### src/rtl/muldiv_ctrl_if.sv
// muldiv_ctrl_if: EX-side handshake and HI/LO result bundle for the
// multiply/divide sequencer. The EX stage is the master: it presents ops
// and cancels them. The sequencer is the slave: it reports busy/done and
// drives the architectural HI/LO.
interface muldiv_ctrl_if;
    logic        op_valid;
    logic [2:0]  op;
    logic [31:0] src_a;
    logic [31:0] src_b;
    logic        cancel;
    logic        busy;
    logic        done;
    logic [31:0] hi;
    logic [31:0] lo;

    modport master (
        output op_valid, op, src_a, src_b, cancel,
        input  busy, done, hi, lo
    );

    modport slave (
        input  op_valid, op, src_a, src_b, cancel,
        output busy, done, hi, lo
    );
endinterface

### src/rtl/muldiv_ctrl.sv
// muldiv_ctrl: multicycle multiply/divide sequencer owning HI/LO.
//   MULT/MULTU run through a MUL_LAT-stage multiplier pipeline.
//   DIV/DIVU run a 32-iteration radix-2 restoring divider followed by a
//   FIX cycle that applies signs and the divide-by-zero result.
//   MTHI/MTLO write HI/LO directly at the accept edge without going busy.
// Optional feature macro: HILO_FWD_EN -- when defined, hi/lo show the value
// being committed in the same cycle (combinational bypass of the registers).
module muldiv_ctrl #(
    parameter int MUL_LAT = 2
) (
    input logic         clk,
    input logic         rst,
    muldiv_ctrl_if.slave bus
);

    localparam logic [2:0] OP_MULT  = 3'd0;
    localparam logic [2:0] OP_MULTU = 3'd1;
    localparam logic [2:0] OP_DIV   = 3'd2;
    localparam logic [2:0] OP_DIVU  = 3'd3;
    localparam logic [2:0] OP_MTHI  = 3'd4;
    localparam logic [2:0] OP_MTLO  = 3'd5;

    localparam logic [4:0] MUL_LAST = 5'(MUL_LAT - 1);
    localparam logic [4:0] DIV_LAST = 5'd31;

    typedef enum logic [1:0] {
        IDLE = 2'd0,
        MUL  = 2'd1,
        DIV  = 2'd2,
        FIX  = 2'd3
    } state_t;

    state_t      state_reg, state_next;
    logic        busy_reg;
    logic [4:0]  cnt_reg, cnt_next;
    logic [31:0] hi_reg, hi_next;
    logic [31:0] lo_reg, lo_next;
    logic        done_int;

    // Accept and op decode
    logic accept;
    logic is_mul;
    logic is_div;

    assign accept = bus.op_valid && !busy_reg && !bus.cancel;
    assign is_mul = (bus.op == OP_MULT) || (bus.op == OP_MULTU);
    assign is_div = (bus.op == OP_DIV)  || (bus.op == OP_DIVU);

    // ------------------------------------------------------------------
    // Multiplier: operands extended to 33 bits (sign for MULT, zero for
    // MULTU); the 64-bit two's-complement product of the extended values
    // is exactly the architectural {hi,lo}.
    // ------------------------------------------------------------------
    logic               mul_signed;
    logic signed [32:0] mul_a33, mul_b33;
    logic signed [63:0] mul_a_ext, mul_b_ext;
    logic        [63:0] mul_prod;
    logic        [63:0] mul_pipe [MUL_LAT];

    assign mul_signed = (bus.op == OP_MULT);
    assign mul_a33    = {mul_signed & bus.src_a[31], bus.src_a};
    assign mul_b33    = {mul_signed & bus.src_b[31], bus.src_b};
    assign mul_a_ext  = {{31{mul_a33[32]}}, mul_a33};
    assign mul_b_ext  = {{31{mul_b33[32]}}, mul_b33};
    assign mul_prod   = mul_a_ext * mul_b_ext;

    // Product pipeline: stage 0 captures at the accept edge, later stages shift
    always_ff @(posedge clk or posedge rst) begin
        if (rst) begin
            for (int i = 0; i < MUL_LAT; i++) begin
                mul_pipe[i] <= '0;
            end
        end else begin
            if (accept && is_mul) begin
                mul_pipe[0] <= mul_prod;
            end
            for (int i = 1; i < MUL_LAT; i++) begin
                mul_pipe[i] <= mul_pipe[i-1];
            end
        end
    end

    // ------------------------------------------------------------------
    // Divider: magnitudes and result signs latched at accept; the dividend
    // register doubles as the quotient shift register.
    // ------------------------------------------------------------------
    logic        div_signed;
    logic [31:0] div_a_abs, div_b_abs;
    logic [31:0] div_quo_reg;
    logic [31:0] div_b_reg;
    logic [31:0] div_rem_reg;
    logic        div_qsign_reg;
    logic        div_rsign_reg;
    logic        div_zero_reg;
    logic [31:0] div_src_a_reg;
    logic [32:0] div_shift;
    logic [32:0] div_diff;
    logic [31:0] fix_hi, fix_lo;

    assign div_signed = (bus.op == OP_DIV);
    assign div_a_abs  = (div_signed && bus.src_a[31]) ? (32'd0 - bus.src_a) : bus.src_a;
    assign div_b_abs  = (div_signed && bus.src_b[31]) ? (32'd0 - bus.src_b) : bus.src_b;

    // One restoring step: shift next dividend bit into the partial remainder
    // and try to subtract the divisor; a borrow in bit 32 means "restore".
    assign div_shift = {div_rem_reg, div_quo_reg[31]};
    assign div_diff  = div_shift - {1'b0, div_b_reg};

    // Divider datapath: load at accept, one quotient bit per DIV cycle
    always_ff @(posedge clk or posedge rst) begin
        if (rst) begin
            div_quo_reg   <= '0;
            div_b_reg     <= '0;
            div_rem_reg   <= '0;
            div_qsign_reg <= 1'b0;
            div_rsign_reg <= 1'b0;
            div_zero_reg  <= 1'b0;
            div_src_a_reg <= '0;
        end else if (accept && is_div) begin
            div_quo_reg   <= div_a_abs;
            div_b_reg     <= div_b_abs;
            div_rem_reg   <= '0;
            div_qsign_reg <= div_signed & (bus.src_a[31] ^ bus.src_b[31]);
            div_rsign_reg <= div_signed & bus.src_a[31];
            div_zero_reg  <= (bus.src_b == 32'd0);
            div_src_a_reg <= bus.src_a;
        end else if (state_reg == DIV) begin
            if (!div_diff[32]) begin
                div_rem_reg <= div_diff[31:0];
                div_quo_reg <= {div_quo_reg[30:0], 1'b1};
            end else begin
                div_rem_reg <= div_shift[31:0];
                div_quo_reg <= {div_quo_reg[30:0], 1'b0};
            end
        end
    end

    // Sign fix-up; 0x80000000/-1 falls out naturally (magnitude 2^31, no
    // negation), divide-by-zero overrides with all-ones / original dividend.
    assign fix_lo = div_zero_reg ? 32'hFFFF_FFFF
                  : (div_qsign_reg ? (32'd0 - div_quo_reg) : div_quo_reg);
    assign fix_hi = div_zero_reg ? div_src_a_reg
                  : (div_rsign_reg ? (32'd0 - div_rem_reg) : div_rem_reg);

    // ------------------------------------------------------------------
    // Control FSM
    // ------------------------------------------------------------------

    // Next state, counter, HI/LO write data and done pulse
    always_comb begin
        state_next = state_reg;
        cnt_next   = 5'd0;
        hi_next    = hi_reg;
        lo_next    = lo_reg;
        done_int   = 1'b0;

        case (state_reg)
            IDLE: begin
                if (accept) begin
                    case (bus.op)
                        OP_MULT, OP_MULTU: state_next = MUL;
                        OP_DIV,  OP_DIVU:  state_next = DIV;
                        OP_MTHI:           hi_next    = bus.src_a;
                        OP_MTLO:           lo_next    = bus.src_a;
                        default:           ;
                    endcase
                end
            end
            MUL: begin
                if (cnt_reg == MUL_LAST) begin
                    done_int   = 1'b1;
                    state_next = IDLE;
                    hi_next    = mul_pipe[MUL_LAT-1][63:32];
                    lo_next    = mul_pipe[MUL_LAT-1][31:0];
                end else begin
                    cnt_next = cnt_reg + 5'd1;
                end
            end
            DIV: begin
                if (cnt_reg == DIV_LAST) begin
                    state_next = FIX;
                end else begin
                    cnt_next = cnt_reg + 5'd1;
                end
            end
            FIX: begin
                done_int   = 1'b1;
                state_next = IDLE;
                hi_next    = fix_hi;
                lo_next    = fix_lo;
            end
            default: state_next = IDLE;
        endcase

        // A flush during any busy cycle drops the op without committing
        if (bus.cancel && (state_reg != IDLE)) begin
            state_next = IDLE;
            cnt_next   = 5'd0;
            hi_next    = hi_reg;
            lo_next    = lo_reg;
            done_int   = 1'b0;
        end
    end

    // State, counter, busy flag and architectural HI/LO registers
    always_ff @(posedge clk or posedge rst) begin
        if (rst) begin
            state_reg <= IDLE;
            cnt_reg   <= 5'd0;
            busy_reg  <= 1'b0;
            hi_reg    <= '0;
            lo_reg    <= '0;
        end else begin
            state_reg <= state_next;
            cnt_reg   <= cnt_next;
            busy_reg  <= (state_next != IDLE);
            hi_reg    <= hi_next;
            lo_reg    <= lo_next;
        end
    end

    assign bus.busy = busy_reg;
    assign bus.done = done_int;

`ifdef HILO_FWD_EN
    assign bus.hi = hi_next;
    assign bus.lo = lo_next;
`else
    assign bus.hi = hi_reg;
    assign bus.lo = lo_reg;
`endif

endmodule

### src/flat_wrapper.sv
// flat-port wrapper written by rule: the top's interface ports become plain ports
module muldiv_ctrl_flat 
#(
    parameter int MUL_LAT = 2
)
  (clk, rst, bus_op_valid, bus_op, bus_src_a, bus_src_b, bus_cancel, bus_busy, bus_done, bus_hi, bus_lo);
  muldiv_ctrl_if bus_i ();
  input logic clk;
  input logic rst;
  input wire logic [$bits(bus_i.op_valid)-1:0] bus_op_valid;
  input wire logic [$bits(bus_i.op)-1:0] bus_op;
  input wire logic [$bits(bus_i.src_a)-1:0] bus_src_a;
  input wire logic [$bits(bus_i.src_b)-1:0] bus_src_b;
  input wire logic [$bits(bus_i.cancel)-1:0] bus_cancel;
  output wire logic [$bits(bus_i.busy)-1:0] bus_busy;
  output wire logic [$bits(bus_i.done)-1:0] bus_done;
  output wire logic [$bits(bus_i.hi)-1:0] bus_hi;
  output wire logic [$bits(bus_i.lo)-1:0] bus_lo;
  assign bus_i.op_valid = bus_op_valid;
  assign bus_i.op = bus_op;
  assign bus_i.src_a = bus_src_a;
  assign bus_i.src_b = bus_src_b;
  assign bus_i.cancel = bus_cancel;
  assign bus_busy = bus_i.busy;
  assign bus_done = bus_i.done;
  assign bus_hi = bus_i.hi;
  assign bus_lo = bus_i.lo;
  muldiv_ctrl #(.MUL_LAT(MUL_LAT)) u_core (.clk(clk), .rst(rst), .bus(bus_i));
endmodule
### config.mk
export PLATFORM = sky130hd
export DESIGN_NAME = muldiv_ctrl_flat
export DESIGN_NICKNAME = d
export VERILOG_FILES = /design/src/rtl/muldiv_ctrl_if.sv /design/src/rtl/muldiv_ctrl.sv /design/src/flat_wrapper.sv
export SDC_FILE = /design/constraint.sdc
export NUM_CORES = 2
export LEC_CHECK = 0
export CAP_MARGIN = 40
export CORE_UTILIZATION = 60
export CTS_BUF_LIST = sky130_fd_sc_hd__clkbuf_4
export CTS_CLUSTER_DIAMETER = 150
export CTS_CLUSTER_SIZE = 12
export DETAILED_ROUTE_END_ITERATION = 16
export PLACE_DENSITY = 0.74
export SLEW_MARGIN = 20
export SYNTH_ARGS = -nofsm -noshare
export SYNTH_HDL_FRONTEND = slang
export SYNTH_SLANG_ARGS = --single-unit
### constraint.sdc
create_clock -name clk -period 20.8 [get_ports clk]
set_clock_uncertainty 0.05 [all_clocks]
set_input_delay 4.16 -clock clk [delete_from_list [all_inputs] [get_ports clk]]
set_output_delay 4.16 -clock clk [all_outputs]
set_load 0.05 [all_outputs]
==> out/qor.yml <==
status: "complete, no violations"
yosysWarnings: 0
hpwl_mm: 122
dieWidth_um: 306
tritoncts: "built"
grt_pass1_wl_mm: 256
gp_congestion: 0.956
pin_count: 137
cp_top_family: "adder cells"
synth_edf_count: 0
routed_via_density: 5.93
cp_slowest_cell: "fa_1"
die_y_um: 306
worstHoldPathCells: 0
regMostFlops: "u_core.mul_pipe"
fin_nets: 7479
first_global_vias: 44558
die_area_mm2: 0.0937
ys_seq_area_share_pct: 14.9
worst_ep_arrival_time_ns: 13.73
reg2reg_setup_slack_ns: 16.46
synth_area_mm2: 0.0555
firstDrtPassIters: 8
antenna_found_initial: 17
cts_buffer_depth: 3
path_buf_inv: 7
finalCritPeriodShare_pct: 62.5
ys_types: 73
slew_viol_final: 0
reg2reg_from: "u_core.div_quo_reg[31]"
synth_nets: 7605
path_clk_slew_ns: 0.13
cp_slowest_stage_delay_ns: 1.10
end_kind: "register"
area_growth_pct: 4.42
numCtsBuffers: 31
cp.required_ns: 21.52
gr-total-overflow: 0
root_buffer: "clkbuf_4"
hold_path_class: "register to register"
port_buffers: 136
drc: 0
postSynthAreaPerCell_um2: 9.02
cts_hold_buf: 0
cts_setup_buffers: 0
min_period_ns: 13.01
hold_end: "u_core.mul_pipe[39]"
setup_viol: 0
worstSetupPathType: "input port to register"
hold_viol: 0
clk_latency_ns: 0.83
crit_path_frequent_cell: "fa_1"
cts.sinks: 331
tightest_slew_ns: 0.981
htree_levels: 1
rows: 111
grt_max_degree: 120
maxCapViolCount: 0
drive_gt1_share_pct: 3.59
async_reset_ff_share_pct: 100
antenna_left: 0
wire_per_inst_um: 22.4
rsz0062_at_grt: "no"
routed_wl_mm: 162
reg2regPathDepth: 16
clock.fmax_mhz: 76.9
core-area_mm2: 0.0917
track_usage_pct: 35.8
initial_core_util_pct: 60.5
max_slew_margin_pct: 34.6
critPathLaunchType: "input port"
worstPathMaxFanout: 19
vias: 42839
synthFlopType: "dfrtp_1"
setup_tns_ns: 0
dr.first_iter.drc_count: 4082
timing.rr.end: "u_core.div_rem_reg[0]"
ys_ff_latch: 331
cts.repair.resized: 0
min_from: "u_core.mul_pipe[103]"
synthCells: 6151
largest_reg_flops: 128
metrics by stage:
| step | hold WS [ns] | instances | setup WS [ns] | instance area (um^2) | utilization [%] |
|---|---|---|---|---|---|
| CTS | 0.326 | 7207 | 7.82 | 57800 | 63.0 |
| global route | 0.334 | 7220 | 7.17 | 57900 | 63.2 |
| floorplan | 0.299 | 6151 | 7.42 | 55500 | - |
| global placement | 0.306 | 7165 | 6.47 | 57400 | 62.6 |
| detailed placement | 0.308 | 7174 | 6.96 | 57500 | 62.8 |
| finish | 0.327 | 7223 | 7.79 | 57900 | 63.2 |
metal layers:
| metal | routed length, um | global-route usage, % | vias up |
|---|---|---|---|
| li1 | - | - | 18328 |
| met1 | 63100 | 48.2 | 21911 |
| met2 | 75000 | 56.6 | 2141 |
| met3 | 15100 | 6.17 | 455 |
| met4 | 8780 | 17.0 | 4 |
| met5 | 21 | 0 | - |
synthesized netlist by cell type (all sizes together), types with 86 or more instances:
cell type	n	area share [%]
and2	292	3.3
clkbuf	313	2.1
inv	1185	8.0
dfrtp	331	15
ha	257	5.8
nor2	105	0.71
xnor2	123	1.9
fa	1126	41
a21oi	200	1.8
nand2	1124	7.6
xor2	94	1.5
o21ai	323	2.9
buf	86	0.65
layout by cell type (no fill, tap or decap), types with 17 or more instances in the layout:
cell type        netlist  routed
a21o_1                71      69
nor2b_1               30      30
nand2_1             1124    1122
nand2b_1              28      27
nor2_1               105     104
nand3_1               30      30
buf_2                  8      29
clkbuf_4               0      32
clkdlybuf4s50_1        0     107
o31ai_1               30      30
inv_1               1185    1184
nor3_1                18      17
o21ai_0              306     306
mux2i_1               54      54
a31oi_1               19      19
dfrtp_1              331     330
o41ai_1               18      18
xnor2_1              123     123
or3_1                 18      18
a21oi_1              200     200
xor2_1                94      94
a22o_1                32      32
ha_1                 257     254
and3_1                38      38
nand4_1               20      20
and2_1               290     289
a221oi_1              21      21
buf_4                  3      93
fa_1                1126    1126
how the worst max path moves through the flow:
stage,slack (ns),startpoint,endpoint,cells past startpoint
4_1_cts,7.82,bus_op[1],u_core.mul_pipe[124],27
3_3_place_gp,6.47,bus_op[1],u_core.mul_pipe[124],27
6_report,7.79,bus_op[1],u_core.mul_pipe[124],27
3_5_place_dp,6.96,bus_op[1],u_core.mul_pipe[124],27
5_1_grt,7.17,bus_op[1],u_core.mul_pipe[126],27
2_1_floorplan,7.42,rst,u_core.bus.busy,1
worst reg2reg max path, delay by kind of cell (launching register included):
family / cells / cell delay, ns
simple gates: 3 / 0.67
fa+ha+maj: 2 / 0.47
buf+inv: 3 / 0.51
flops: 1 / 0.46
compound gates: 7 / 1.75
mux: 1 / 0.36
logic make-up after synthesis:
family	synth area share [%]
adders and majority gates	46.4
xor gates and xnor gates	3.43
buffers and inverters	10.8
muxes	1.04
AOI/OAI and AO/OA	8.98
and+or+nand+nor	14.4
DFF	14.9
final cells by class:
cell class | instances | area (um^2)
diodes | 12 | 30.0
clock buffers | 32 | 240
multi-input cells | 4235 | 41200
well taps | 1186 | 1480
clock inverters | 1 | 7.51
fillers | 7732 | 33800
flip-flops and latches | 331 | 8280
repair buffers | 241 | 2170
inverters | 1185 | 4460
Power is left out: the tool's default activity adds up to more than one toggle a clock period on the data nets, which glitch-free logic cannot reach.
